<file path="config.mk">
export PLATFORM = sky130hd
export DESIGN_NAME = pick_dir_encoder_flat
export DESIGN_NICKNAME = d
export VERILOG_FILES = /design/src/rtl/pick_dir_encoder_if.sv /design/src/rtl/pick_dir_encoder.sv /design/src/flat_wrapper.sv
export SDC_FILE = /design/constraint.sdc
export NUM_CORES = 1
export LEC_CHECK = 0
export CORE_AREA = 4 4 57 59
export CTS_BUF_LIST = sky130_fd_sc_hd__clkbuf_4
export CTS_CLUSTER_SIZE = 40
export DETAILED_ROUTE_END_ITERATION = 6
export DIE_AREA = 0 0 61 63
export PLACE_DENSITY = 0.64
export SKIP_CTS_REPAIR_TIMING = 1
export SLEW_MARGIN = 20
export SYNTH_ARGS = -nofsm -noshare
export SYNTH_HDL_FRONTEND = slang
export SYNTH_SLANG_ARGS = --single-unit
</file>
<file path="constraint.sdc">
create_clock -name Clk -period 2.9 [get_ports Clk]
set_clock_uncertainty 0.15 [all_clocks]
set_input_delay 0.435 -clock Clk [delete_from_list [all_inputs] [get_ports Clk]]
set_output_delay 0.435 -clock Clk [all_outputs]
set_load 0.01 [all_outputs]
</file>
<file path="src/rtl/pick_dir_encoder_if.sv">
// Keycode-in / dir-out bundle between the keycode PIO side and the pick motion block.
interface pick_dir_encoder_if;
  logic       enable;
  logic [7:0] keycode;
  logic [2:0] dir;
  logic       dir_upd;

  modport master (
    output enable,
    output keycode,
    input  dir,
    input  dir_upd
  );

  modport slave (
    input  enable,
    input  keycode,
    output dir,
    output dir_upd
  );
endinterface

</file>
<file path="src/rtl/pick_dir_encoder.sv">
// Per-frame keycode decoder with a hold-to-accelerate FSM driving the pick dir code.
// Optional: define PICK_DECEL_EN for a one-frame slow step when a fast hold is released.
module pick_dir_encoder #(
  parameter int         HOLD_FRAMES = 30,
  parameter int         CNT_W       = 6,
  parameter logic [7:0] KEY_UP      = 8'h1A,
  parameter logic [7:0] KEY_DOWN    = 8'h16
) (
  input  logic Clk,
  input  logic Reset_n,
  input  logic frame_clk,
  pick_dir_encoder_if.slave bus
);

  typedef enum logic [2:0] {
    IDLE    = 3'b000,
    SLOW_UP = 3'b001,
    SLOW_DN = 3'b010,
    FAST_DN = 3'b011,
    FAST_UP = 3'b100
  } state_t;

  typedef enum logic [1:0] {
    K_NONE,
    K_UP,
    K_DN
  } key_t;

  localparam logic [CNT_W-1:0] CNT_ZERO = '0;
  localparam logic [CNT_W-1:0] CNT_ONE  = CNT_W'(1);
  localparam logic [CNT_W-1:0] CNT_LAST = CNT_W'(HOLD_FRAMES - 1);
  localparam logic [CNT_W-1:0] CNT_FULL = CNT_W'(HOLD_FRAMES);

  logic   ff1;
  logic   ff2;
  logic   prev;
  logic   tick;
  key_t   key;
  state_t state_q;
  state_t state_d;
  logic [CNT_W-1:0] cnt_q;
  logic [CNT_W-1:0] cnt_d;
  logic [2:0] dir_q;
  logic [2:0] dir_d;
  logic       upd_q;

  // frame_clk is asynchronous: two-flop sync, then rising-edge detect
  always_ff @(posedge Clk) begin
    if (!Reset_n) begin
      ff1  <= 1'b0;
      ff2  <= 1'b0;
      prev <= 1'b0;
    end else begin
      ff1  <= frame_clk;
      ff2  <= ff1;
      prev <= ff2;
    end
  end

  assign tick = ff2 & ~prev;

  always_comb begin
    key = K_NONE;
    unique case (1'b1)
      (bus.keycode == KEY_UP):   key = K_UP;
      (bus.keycode == KEY_DOWN): key = K_DN;
      default:                   key = K_NONE;
    endcase
  end

  always_ff @(posedge Clk) begin
    if (!Reset_n) begin
      state_q <= IDLE;
      cnt_q   <= CNT_ZERO;
    end else begin
      state_q <= state_d;
      cnt_q   <= cnt_d;
    end
  end

  always_comb begin
    state_d = state_q;
    cnt_d   = cnt_q;
    if (tick) begin
      if (!bus.enable) begin
        state_d = IDLE;
        cnt_d   = CNT_ZERO;
      end else begin
        unique case (state_q)
          IDLE: begin
            if (key == K_UP) begin
              state_d = SLOW_UP;
              cnt_d   = CNT_ONE;
            end else if (key == K_DN) begin
              state_d = SLOW_DN;
              cnt_d   = CNT_ONE;
            end
          end
          SLOW_UP: begin
            if (key == K_UP) begin
              if (cnt_q == CNT_LAST) begin
                state_d = FAST_UP;
                cnt_d   = CNT_FULL;
              end else begin
                cnt_d = cnt_q + CNT_ONE;
              end
            end else if (key == K_DN) begin
              state_d = SLOW_DN;
              cnt_d   = CNT_ONE;
            end else begin
              state_d = IDLE;
              cnt_d   = CNT_ZERO;
            end
          end
          SLOW_DN: begin
            if (key == K_DN) begin
              if (cnt_q == CNT_LAST) begin
                state_d = FAST_DN;
                cnt_d   = CNT_FULL;
              end else begin
                cnt_d = cnt_q + CNT_ONE;
              end
            end else if (key == K_UP) begin
              state_d = SLOW_UP;
              cnt_d   = CNT_ONE;
            end else begin
              state_d = IDLE;
              cnt_d   = CNT_ZERO;
            end
          end
          FAST_UP: begin
            if (key == K_DN) begin
              state_d = SLOW_DN;
              cnt_d   = CNT_ONE;
            end else if (key == K_NONE) begin
`ifdef PICK_DECEL_EN
              state_d = SLOW_UP;
`else
              state_d = IDLE;
`endif
              cnt_d   = CNT_ZERO;
            end
          end
          FAST_DN: begin
            if (key == K_UP) begin
              state_d = SLOW_UP;
              cnt_d   = CNT_ONE;
            end else if (key == K_NONE) begin
`ifdef PICK_DECEL_EN
              state_d = SLOW_DN;
`else
              state_d = IDLE;
`endif
              cnt_d   = CNT_ZERO;
            end
          end
          default: begin
            state_d = IDLE;
            cnt_d   = CNT_ZERO;
          end
        endcase
      end
    end
  end

  always_comb begin
    dir_d = 3'b000;
    unique case (state_d)
      SLOW_UP: dir_d = 3'b001;
      SLOW_DN: dir_d = 3'b010;
      FAST_DN: dir_d = 3'b011;
      FAST_UP: dir_d = 3'b100;
      default: dir_d = 3'b000;
    endcase
  end

  always_ff @(posedge Clk) begin
    if (!Reset_n) begin
      dir_q <= 3'b000;
      upd_q <= 1'b0;
    end else begin
      upd_q <= tick;
      if (tick) begin
        dir_q <= dir_d;
      end
    end
  end

  assign bus.dir     = dir_q;
  assign bus.dir_upd = upd_q;

endmodule

</file>
<file path="src/flat_wrapper.sv">
// flat-port wrapper written by rule: the top's interface ports become plain ports
module pick_dir_encoder_flat 
#(
  parameter int         HOLD_FRAMES = 30,
  parameter int         CNT_W       = 6,
  parameter logic [7:0] KEY_UP      = 8'h1A,
  parameter logic [7:0] KEY_DOWN    = 8'h16
)
  (Clk, Reset_n, frame_clk, bus_enable, bus_keycode, bus_dir, bus_dir_upd);
  pick_dir_encoder_if bus_i ();
  input  logic Clk;
  input  logic Reset_n;
  input  logic frame_clk;
  input wire logic [$bits(bus_i.enable)-1:0] bus_enable;
  input wire logic [$bits(bus_i.keycode)-1:0] bus_keycode;
  output wire logic [$bits(bus_i.dir)-1:0] bus_dir;
  output wire logic [$bits(bus_i.dir_upd)-1:0] bus_dir_upd;
  assign bus_i.enable = bus_enable;
  assign bus_i.keycode = bus_keycode;
  assign bus_dir = bus_i.dir;
  assign bus_dir_upd = bus_i.dir_upd;
  pick_dir_encoder #(.HOLD_FRAMES(HOLD_FRAMES), .CNT_W(CNT_W), .KEY_UP(KEY_UP), .KEY_DOWN(KEY_DOWN)) u_core (.Clk(Clk), .Reset_n(Reset_n), .frame_clk(frame_clk), .bus(bus_i));
endmodule
</file>
==> metrics <==
Cell variety after synth=40; CP Depth=9; end of the worst register-to-register path=u_core.cnt_q[3]; via count=about 1100; max cap viols=0; status=finished, final reports clean; Syn Nets=between 100 and 150; critical path capture point type=flop; DR pass1 iterations=4; CTS tree=yes; Reg2Reg Depth=5; initial core utilization=0.384; FF-to-FF Start=u_core.state_q[2]; Layout area overhead=28.1%; fin crit period=about 2.8 ns; GRT Util Overall=0.138; global-route wire length before repair=just over 4000 µm; crit path buf inv count=2; average cell area after synthesis=around 8.0 µm²; RSZ-0062 raised after global routing=false; slowest cell on the critical path=or4b_1; worst relative slew slack=0.698; Routed Antenna Nets=0; Hold Path Class=flop to flop; Die X=roughly 60 µm; CTS root buf=clkbuf_4; via/cell ratio=approximately 5.6; Crit Path Max Fanout=6; layout cell share with drive strength beyond 1=0.114; Slew Viols, Final=0; hold path start=u_core.ff1; dpl hpwl=around 2000 µm; nets@finish=~180; routability cong.=roughly 0.86; Crit path max-delay family=simple AND/OR/NAND/NOR gates; CP required=2.97 ns; most frequent cells in the layout=dfxtp_1, clkdlybuf4s50_1, buf_4; Final period util=0.957; Crit Path Class=input port to flop; gr ovfl total=0; max frequency=between 300 and 400 MHz; Worst Hold End=u_core.ff2; # clock sinks=16; clock slew at reported path FFs=0.09 ns; height of the die=~63 µm; pin count of the biggest net entering global routing=16; Floorplan Core Area=between 2000 and 3000 µm²; ys flop type=dfxtp_1; commonest non-fill, non-tap cell in the layout=dfxtp_1; IO Pins=16; post-synthesis async set-or-reset flop share=0; clk_lat worst skew=0.29 ns; Yosys reg bits=16; Longest Clk Path Bufs=2; crit path cell chain=clkdlybuf4s50_1 -> nand4bb_1 -> buf_4 -> nor3_1 -> ha_1 -> nor2_1 -> maj3_1 -> or4b_1 -> o211ai_1; Worst Setup Start Kind=input port; Worst R2R Setup Slack=slightly above 0.9 ns; vias in the first global route=between 900 and 1000; routed length per instance=between 10 and 15 µm; # DRC=0; setup TNS=0 ns; total number of yosys warnings=0; DR iter-0 viols=between 40 and 50; Final Hold Slack=around 0.3 ns; num rows=19; Cells after Synth=between 100 and 150; CTS buffer count=3; final setup violation count=0; worst slew pin tran=roughly 0.45 ns; LEAKAGE=about 0.43 nW; pwr dens=288 nW/µm²; post-synthesis sequential area ratio=0.308; number of enable flip-flop cells after synthesis=0; ant diodes=0; wirelength, routed=around 2500 µm; initial antenna violation count=0; PortBufs=15; Synth Cell Area=approximately 1000 µm²; hold path depth=1; peak supply drop=0.260 mV; Die ar.=about 3800 µm²; CP arrival=between 2 and 3 ns; CTS H-tree depth=1; slowest stage delay, CP=approximately 0.50 ns; Final Hold Vio Count=0
## layer usage
metal,global-route usage,vias up,part of all wire
li1,-,547,-
met1,0.196,487,0.47
met2,0.197,26,0.44
met3,0.0248,5,0.064
met4,0.0650,0,0.021
met5,0,-,0
## power breakdown
group | switching [mW] | total (mW) | internal, mW | leakage (nW)
Combinational | 0.0163 | 0.0408 | 0.0245 | 0.287
Clock | 0.0699 | 0.120 | 0.0501 | 0.0154
Sequential | 0.00118 | 0.223 | 0.222 | 0.129
## registers in the layout, summed over array words and instances, names as in the netlist
signal and cells:
u_core.ff2 1, u_core.state_q 3, u_core.bus.dir_upd 1, u_core.bus.dir 3
u_core.ff1 1, u_core.cnt_q 6, u_core.prev 1
## worst max path at each step
stage	endpoint	slack (ns)	start
2_1_floorplan	u_core.cnt_q[0]	0.31	bus_keycode[7]
4_1_cts	u_core.cnt_q[0]	0.11	bus_keycode[5]
5_1_grt	u_core.cnt_q[0]	0.002	bus_keycode[5]
6_report	u_core.cnt_q[0]	0.13	bus_keycode[5]
3_3_place_gp	u_core.cnt_q[0]	-0.13	bus_keycode[7]
3_5_place_dp	u_core.cnt_q[0]	-0.19	bus_keycode[7]
## cells by family (layout without fill, tap and decap cells)
logic type,count (synthesis),in the layout,synth area share
AOI/OAI and AO/OA,34,34,0.221
DFF,16,16,0.308
and+or+nand+nor,59,59,0.346
buffers and inverters,15,43,0.0553
adders and majority gates,6,6,0.0697
## Yosys cell counts, types with 3 or more instances
| cell | count | share of area |
|---|---|---|
| o221ai_1 | 3 | 0.025 |
| nand3_1 | 9 | 0.043 |
| inv_1 | 11 | 0.040 |
| a31oi_1 | 4 | 0.024 |
| nand3b_1 | 4 | 0.029 |
| nand2_1 | 10 | 0.036 |
| o32ai_1 | 3 | 0.025 |
| o22ai_1 | 3 | 0.018 |
| a21oi_1 | 8 | 0.038 |
| nor3_1 | 4 | 0.019 |
| nor2_1 | 5 | 0.018 |
| nand2b_1 | 8 | 0.048 |
| ha_1 | 5 | 0.060 |
| o21ai_0 | 3 | 0.014 |
| and2_1 | 3 | 0.018 |
| nor4_1 | 4 | 0.024 |
| dfxtp_1 | 16 | 0.31 |
## worst reg2reg max path: cells and delay by family (launching register included)
family,cells,cell delay [ns]
AOI/OAI and AO/OA,2,0.34
DFF,1,0.51
and+or+nand+nor,2,0.72
buffers and inverters,1,0.18
## layout make-up
cell class                      instances  area, µm²
Tap cell                               31       38.8
Clock buffer                            3       22.5
Clock inverter                          1       3.75
Timing Repair Buffer                   27        240
Fill cell                             288       1380
Sequential cell                        16        320
Multi-Input combinational cell         99        663
Inverter                               12       45.0
## per-stage QoR
stage / instance area [µm²] / util / setup slack [ns] / power [mW] / cells
final: 1330 / 0.492 / 0.126 / 0.384 / 189
after floorplan: 1040 / - / 0.307 / 0.241 / 130
after global routing: 1330 / 0.492 / 0.00250 / 0.408 / 189
after global placement: 1310 / 0.482 / -0.132 / 0.268 / 185
after CTS: 1330 / 0.492 / 0.107 / 0.388 / 189
after detailed placement: 1310 / 0.482 / -0.192 / 0.269 / 185
Note: power is estimated with default switching activity, not from simulation.
